==> src/rtl/sd_cmd_framer.sv <==
// sd_cmd_framer: builds the 48-bit SD SPI-mode command frame, streams it to the
// SPI byte engine, then polls with 0xFF bytes until an R1 response arrives.
// CRC7 comes from an external CRC unit via a crc_init/crc_done handshake.
// Optional build macro SD_CRC_BYPASS_EN: skip the CRC unit and use fixed tails
// (0x95 for CMD0, 0x87 for CMD8, 0x01 otherwise).
module sd_cmd_framer #(
    parameter int NCR_MAX     = 8,
    parameter int CRC_TIMEOUT = 64
) (
    input  logic        clk,
    input  logic        reset,
    input  logic        i_cmd_start,
    input  logic [5:0]  i_cmd_index,
    input  logic [31:0] i_cmd_arg,
    output logic        o_crc_init,
    output logic [39:0] o_crc_din,
    input  logic        i_crc_done,
    input  logic [6:0]  i_crc_result,
    output logic [7:0]  o_tx_byte,
    output logic        o_tx_valid,
    input  logic        i_tx_ready,
    input  logic [7:0]  i_rx_byte,
    input  logic        i_rx_valid,
    output logic        o_busy,
    output logic [7:0]  o_resp,
    output logic        o_resp_valid,
    output logic        o_err_timeout
);

    localparam logic [2:0] S_IDLE     = 3'd0;
    localparam logic [2:0] S_CRC_REQ  = 3'd1;
    localparam logic [2:0] S_CRC_WAIT = 3'd2;
    localparam logic [2:0] S_SEND     = 3'd3;
    localparam logic [2:0] S_POLL     = 3'd4;
    localparam logic [2:0] S_DONE     = 3'd5;

    localparam int CW = $clog2(CRC_TIMEOUT + 1);
    localparam int NW = $clog2(NCR_MAX + 1);

    logic [2:0]    r_state;
    logic [5:0]    r_index;
    logic [31:0]   r_arg;
    logic [7:0]    r_tail;
    logic [2:0]    r_byte_idx;
    logic [NW-1:0] r_poll_cnt;
    logic          r_poll_pend;
    logic [7:0]    r_resp;
    logic          r_err;
`ifndef SD_CRC_BYPASS_EN
    logic [CW-1:0] r_crc_cnt;
`endif

    logic       w_hs;
    logic [7:0] w_tx_byte;

    assign w_hs          = o_tx_valid && i_tx_ready;
    assign o_busy        = (r_state != S_IDLE);
    assign o_tx_valid    = (r_state == S_SEND) || ((r_state == S_POLL) && !r_poll_pend);
    assign o_tx_byte     = w_tx_byte;
    assign o_resp        = r_resp;
    assign o_resp_valid  = (r_state == S_DONE);
    assign o_err_timeout = r_err;
    // Header is only driven while a command is in flight so idle outputs read 0.
    assign o_crc_din     = o_busy ? {2'b01, r_index, r_arg} : 40'd0;
`ifdef SD_CRC_BYPASS_EN
    assign o_crc_init    = 1'b0;
`else
    assign o_crc_init    = (r_state == S_CRC_REQ);
`endif

    // Byte mux: frame bytes in SEND, 0xFF fill in POLL, 0 elsewhere.
    always_comb begin
        w_tx_byte = 8'h00;
        if (r_state == S_SEND) begin
            case (r_byte_idx)
                3'd0:    w_tx_byte = {2'b01, r_index};
                3'd1:    w_tx_byte = r_arg[31:24];
                3'd2:    w_tx_byte = r_arg[23:16];
                3'd3:    w_tx_byte = r_arg[15:8];
                3'd4:    w_tx_byte = r_arg[7:0];
                default: w_tx_byte = r_tail;
            endcase
        end else if (r_state == S_POLL) begin
            w_tx_byte = 8'hFF;
        end
    end

    // Command sequencer: latch, CRC handshake, frame send, R1 polling.
    always_ff @(posedge clk) begin
        if (reset) begin
            r_state     <= S_IDLE;
            r_index     <= '0;
            r_arg       <= '0;
            r_tail      <= '0;
            r_byte_idx  <= '0;
            r_poll_cnt  <= '0;
            r_poll_pend <= 1'b0;
            r_resp      <= '0;
            r_err       <= 1'b0;
`ifndef SD_CRC_BYPASS_EN
            r_crc_cnt   <= '0;
`endif
        end else begin
            r_err <= 1'b0;
            case (r_state)
                S_IDLE: begin
                    if (i_cmd_start) begin
                        r_index <= i_cmd_index;
                        r_arg   <= i_cmd_arg;
                        r_state <= S_CRC_REQ;
                    end
                end
`ifdef SD_CRC_BYPASS_EN
                S_CRC_REQ: begin
                    // SPI mode ignores CRC except on CMD0/CMD8 before it is disabled.
                    case (r_index)
                        6'd0:    r_tail <= 8'h95;
                        6'd8:    r_tail <= 8'h87;
                        default: r_tail <= 8'h01;
                    endcase
                    r_byte_idx <= '0;
                    r_state    <= S_SEND;
                end
`else
                S_CRC_REQ: begin
                    r_crc_cnt <= '0;
                    r_state   <= S_CRC_WAIT;
                end
                S_CRC_WAIT: begin
                    // crc_done takes priority over a coincident timeout.
                    if (i_crc_done) begin
                        r_tail     <= {i_crc_result, 1'b1};
                        r_byte_idx <= '0;
                        r_state    <= S_SEND;
                    end else if (r_crc_cnt == CW'(CRC_TIMEOUT - 1)) begin
                        r_err   <= 1'b1;
                        r_state <= S_IDLE;
                    end else begin
                        r_crc_cnt <= r_crc_cnt + 1'b1;
                    end
                end
`endif
                S_SEND: begin
                    if (w_hs) begin
                        if (r_byte_idx == 3'd5) begin
                            r_poll_cnt  <= '0;
                            r_poll_pend <= 1'b0;
                            r_state     <= S_POLL;
                        end else begin
                            r_byte_idx <= r_byte_idx + 1'b1;
                        end
                    end
                end
                S_POLL: begin
                    // Only rx bytes answering an outstanding poll byte count; the
                    // trailing echo of the frame's last byte is dropped here.
                    if (w_hs) begin
                        r_poll_pend <= 1'b1;
                    end else if (i_rx_valid && r_poll_pend) begin
                        r_poll_pend <= 1'b0;
                        if (!i_rx_byte[7]) begin
                            r_resp  <= i_rx_byte;
                            r_state <= S_DONE;
                        end else if (r_poll_cnt == NW'(NCR_MAX - 1)) begin
                            r_err   <= 1'b1;
                            r_state <= S_IDLE;
                        end else begin
                            r_poll_cnt <= r_poll_cnt + 1'b1;
                        end
                    end
                end
                S_DONE: begin
                    r_state <= S_IDLE;
                end
                default: r_state <= S_IDLE;
            endcase
        end
    end

endmodule

==> config.mk <==
export PLATFORM = sky130hd
export DESIGN_NAME = sd_cmd_framer
export DESIGN_NICKNAME = d
export VERILOG_FILES = /design/src/rtl/sd_cmd_framer.sv
export SDC_FILE = /design/constraint.sdc
export NUM_CORES = 1
export LEC_CHECK = 0
export ABC_CLOCK_PERIOD_IN_PS = 4000
export BUFFER_PORTS_ARGS = -buffer_cell sky130_fd_sc_hd__buf_2
export CORE_AREA = 2 2 98 100
export DETAILED_ROUTE_END_ITERATION = 16
export DIE_AREA = 0 0 100 102
export GPL_ROUTABILITY_DRIVEN = 0
export GPL_TIMING_DRIVEN = 0
export PLACE_DENSITY_LB_ADDON = 0.12
export SLEW_MARGIN = 10
export SYNTH_ARGS = -nofsm -noshare
export SYNTH_HDL_FRONTEND = slang
export SYNTH_SLANG_ARGS = --single-unit
==> constraint.sdc <==
create_clock -name clk -period 4 [get_ports clk]
set_clock_uncertainty 0.1 [all_clocks]
set_input_delay 0.6 -clock clk [delete_from_list [all_inputs] [get_ports clk]]
set_output_delay 0.6 -clock clk [all_outputs]
set_load 0.05 [all_outputs]
-- After elaboration in Yosys (flattened, before gate mapping)
Cells that the tools add are included.
- add/subtract/negate cells: 3
- equality and inequality tests: 26
- multiplexer cells: 40
- bitwise gates (word level): 2
- reduce and logical (&&, ||, !) cells: 19
- operators with widths (kind ; count):
    one-hot mux 8 bit (5 select lines) ; 1
    two-way mux 39 bit ; 1
    two-way mux 3 bit ; 12
    two-way mux 4 bit ; 6
    != test 2 bit (second input constant) ; 9
    two-way mux 8 bit ; 2
    one-hot mux 3 bit (5 select lines) ; 1
    two-way mux 7 bit ; 2
    one-hot mux 7 bit (2 select lines) ; 1
    AND reduction 7 bit ; 2
    equality test 3 x 2 -> 1 bit (second input constant) ; 4
    equality test 3 bit (second input constant) ; 4
    AND reduction 4 bit ; 3
    two-way mux 1 bit ; 10
    one-hot mux 4 bit (2 select lines) ; 1
    adder 7 x 1 -> 7 bit (second input constant) ; 1
    equality test 7 x 6 -> 1 bit (second input constant) ; 1
    equality test 3 x 1 -> 1 bit (second input constant) ; 2
    zero test 3 bit ; 2
    != test 3 x 2 -> 1 bit (second input constant) ; 2
    one-hot mux 3 bit (2 select lines) ; 1
    nonzero test 2 bit ; 3
    adder 4 x 1 -> 4 bit (second input constant) ; 1
    equality test 4 x 3 -> 1 bit (second input constant) ; 1
    11 further kinds ; 17
- bits in registers: 72
- output and inout port bits: 61
- word-level logic and storage cells: 100

-- Logic depth before layout (Yosys ltp)
- depth in word-level cells: 6
- mapped depth: 8

-- Worst setup path after synthesis
Ideal clock, no wire load.
- path type: reg2out
- start: reg r_byte_idx[0]
- end: out o_tx_byte[6]
- arrival time: 2.466 ns
- path slack: 0.834 ns
- cell stages (with the launch flop): 8
- buffers on the path: 1
- cells stage by stage: dfxtp_1 > inv_1 > ha_1 > clkbuf_1 > or2_0 > a211oi_1 > a221oi_1 > o21ai_1
- word-level cells in the longest chain between the ends: 3
- elaborated cells on any way between the ends: 7
- classes of those cells: eq/ne: 4; mux: 2; reduce/logical: 1
- RTL lines (element ; RTL line ; text):
    from (decl) ; 44 ; logic [2:0] r_byte_idx;
    from (signal assigned) ; 150 ; r_byte_idx <= r_byte_idx + 1'b1;
    equality test 3 bit (tied with other cells) ; 75 ; case (r_byte_idx)
    one-hot mux 8 bit (5 select lines) (*) ; 75 ;
    two-way mux 8 bit (*) ; 74 ; if (r_state == S_SEND) begin
    to (decl) ; 19 ; output logic [7:0] o_tx_byte,
Every way passes the cells marked *; elsewhere a longest branch is shown, timed or not.

-- Worst setup path after layout
- start: reg r_byte_idx[0]
- end: out o_tx_byte[7]
Same word-level chain as after synthesis.

==> impl_metrics.py <==
metrics = {
    "run_status": {
        "outcome": "completed",
    },
    "detailed_routing": {
        "drc": 0,
        "drt_first_pass_iters": 5,
        "drtIter0Drc": 164,
        "via_count": 3699,
        "finalWirelength_um": 10500,
        "avgViaCountPerCell": 5.217,
        "wl_per_cell_um": 14.81,
        "drtAntennaViolNets": 0,
    },
    "placement": {
        "hpwl_um": 8084,
        "placedCellCount": 693,
        "place_area_sq_um": 4308,
        "io_buffers": 117,
    },
    "timing": {
        "max_slew.worst_pin.slew_ns": 0.8771,
        "fin_crit_sh": 0.8949,
        "relSlewSlack": 0.4117,
        "rsz0062_at_grt": "no",
        "hold_viol_final": 0,
        "setup_viol": 0,
        "tns_ns": 0,
        "period_minus_slack_ns": 3.580,
        "fmax_ghz": 0.2794,
        "drv_slew": 0,
    },
    "yosys": {
        "synth-compound-area-share": 0.2181,
        "ys.flop_type": "dfxtp_1",
        "synth_most_common_cell": "nand2_1",
        "yosys.area_share.xor_xnor": 0,
        "synth_commonest_cells": "108 x nand2_1, 72 x dfxtp_1, 66 x a21oi_1",
        "postSynthAreaPerCell_sq_um": 7.715,
        "async_flop_share": 0,
        "synthSimpleGateAreaFrac": 0.2730,
        "yosysWarnings": 0,
        "synthTopCellsByArea": "dfxtp_1 40%, nand2_1 11%, a21oi_1 9.2%",
        "synth_enable_flop_cells": 0,
        "yosysUniqueCellTypes": 52,
        "synth_top_area_frac": 0.4027,
        "yosysSeqAreaShare": 0.4027,
        "syn_area_sq_um": 3580,
        "ys_ff_latch": 72,
        "synth_top_family_by_area": "simple AND/OR/NAND/NOR gates",
        "yosys.area.top_type": "dfxtp_1",
        "synthAdderAreaFrac": 0.02447,
        "syn_inst": 464,
        "synthMuxAreaShare": 0.03076,
    },
    "run": {
        "drv_cap": 0,
    },
    "layout": {
        "stdcell_count": 709,
        "diodes": 0,
        "final_nets": 659,
        "final_cell_area_sq_um": 4488,
        "area_delta_synth_final_pct": 25.38,
        "drive_above_1_share": 0.2308,
    },
    "hold_path": {
        "hp-class": "register to register",
    },
    "power_and_ir_drop": {
        "powerDensity_nw_per_um2": 427.6,
        "leakagePower_nw": 1.857,
        "ir_worst_vdd_v": 0.0001569,
    },
    "clock_network": {
        "cts_resized": 0,
        "htreeDepth": 3,
        "clk_latency_ns": 0.35,
        "hold_buffers": 0,
        "cts_setup_buffers": 0,
        "clock_path_buffers": 2,
        "clk_pin_slew_ns": 0.07,
        "cts_tree": "yes",
        "cts_sinks": 72,
        "clockRootBuffer": "clkbuf_8",
        "cts_buffers": 9,
    },
    "global_route": {
        "track_usage": 0.2105,
        "grt-ovfl-total": 0,
        "grt_max_degree": 12,
        "grt_first_pass_wirelength_um": 16770,
        "grt_pass1_vias": 3439,
        "antenna_found_initial": 0,
    },
    "critical_path": {
        "cp.buffers_inverters": 3,
        "path_cells": "inv_1 > ha_1 > clkbuf_1 > or2_0 > a211oi_1 > a221oi_1 > o21ai_1 > buf_2",
        "cpLargestDelayFamily": "compound AO/OA/AOI/OAI gates",
        "cp.required_ns": 3.30,
        "startpoint_type": "register",
        "crit_fanout": 9,
        "crit_path_end_kind": "output pin",
        "crit_slowest_cell": "a211oi_1",
        "worstSetupPathType": "register to output pin",
        "slowest_delay_ns": 0.75,
        "arrival_ns": 2.88,
    },
    "die": {
        "die-area_sq_um": 10200,
        "die_h_um": 102,
        "start_util": 0.3930,
        "ios": 120,
        "die_w_um": 100,
        "num_rows": 35,
        "core_area_sq_um": 9109,
    },
}
==> worst paths after layout <==
check,startpoint,endpoint,slack (ns),depth (start not counted)
setup / recovery,r_byte_idx[0],o_tx_byte[7],0.42,8
hold / removal,r_crc_cnt[6],r_crc_cnt[6],0.36,1
setup reg to reg,r_state[2],r_index[3],1.67,7
hold reg to reg,r_crc_cnt[6],r_crc_cnt[6],0.36,1
==> cell families (layout without fill, tap and decap cells) <==
group | after synthesis | after routing
mux | 11 | 11
buf+inv | 44 | 177
flops | 72 | 72
compound gates | 128 | 128
fa+ha+maj | 7 | 7
other cells | 1 | 2
simple gates | 201 | 201
==> power by group <==
group / leakage (nW) / switching, W / internal, W / total, W
sequential: 0.586 / 0.0000410 / 0.000770 / 0.000811
combinational: 1.18 / 0.000399 / 0.000155 / 0.000555
clock: 0.0941 / 0.000268 / 0.000286 / 0.000554
==> through the flow <==
step           total power (W)  setup slack, ns    util  hold WS, ns
2_1_floorplan         0.001222           0.8339       -       0.3227
3_3_place_gp          0.001379           0.7875  0.4729       0.3359
3_5_place_dp          0.001385           0.7715  0.4729       0.3447
4_1_cts               0.001944           0.3847  0.4927       0.3561
5_1_grt               0.002034           0.1318  0.4927       0.3750
6_report              0.001919           0.4205  0.4927       0.3578
==> placed cells by master, fill, tap and decap left out, types with 4 or more instances in the layout <==
cell	count
buf_2	119
nand2_1	108
dfxtp_1	72
a21oi_1	66
nor2b_1	39
clkbuf_1	32
o21ai_1	16
nor2_1	16
mux2i_1	11
clkbuf_8	9
nand3b_1	8
ha_1	7
inv_1	6
a22oi_1	6
a32oi_1	6
o211ai_1	6
nand3_1	5
a221oi_1	4
o21ai_0	4
or4_1	4
==> registers in the layout, summed over array words and instances, names as in the netlist <==
| register | cells |
|---|---|
| r_arg | 32 |
| r_tail | 8 |
| o_resp | 7 |
| r_crc_cnt | 7 |
| r_index | 6 |
| r_poll_cnt | 4 |
| r_byte_idx | 3 |
| r_state | 3 |
| o_err_timeout | 1 |
| r_poll_pend | 1 |
==> per-layer routing <==
| metal | track usage | share of wire | wire length, um | up-vias |
|---|---|---|---|---|
| met3 | 0.03352 | 0.050 | 527 | 13 |
| met1 | 0.2721 | 0.45 | 4740 | 1714 |
| met4 | 0.08957 | 0.017 | 179 | 0 |
| met2 | 0.3514 | 0.48 | 5055 | 106 |
| met5 | 0 | 0 | 0 | - |
| li1 | - | - | - | 1866 |
==> worst register-to-register path: stages, from the launching register on <==
cell and delay [ns]:
dfxtp_1 0.35, clkbuf_1 0.23, nor3_1 0.51, and2_1 0.22, buf_2 0.24, buf_1 0.36
nand2_1 0.11, a21oi_1 0.15
==> cell type report <==
type                    instances  area, sq um
clock inverters                 4        45.04
flip-flops and latches         72         1441
well taps                     111        138.9
multi-input cells             349         1963
inverters                       8        30.03
fillers                       979         4621
clock buffers                  12        135.1
plain buffers                  36        148.9
repair buffers                117        585.6
Power figures use the tool's default switching activity.
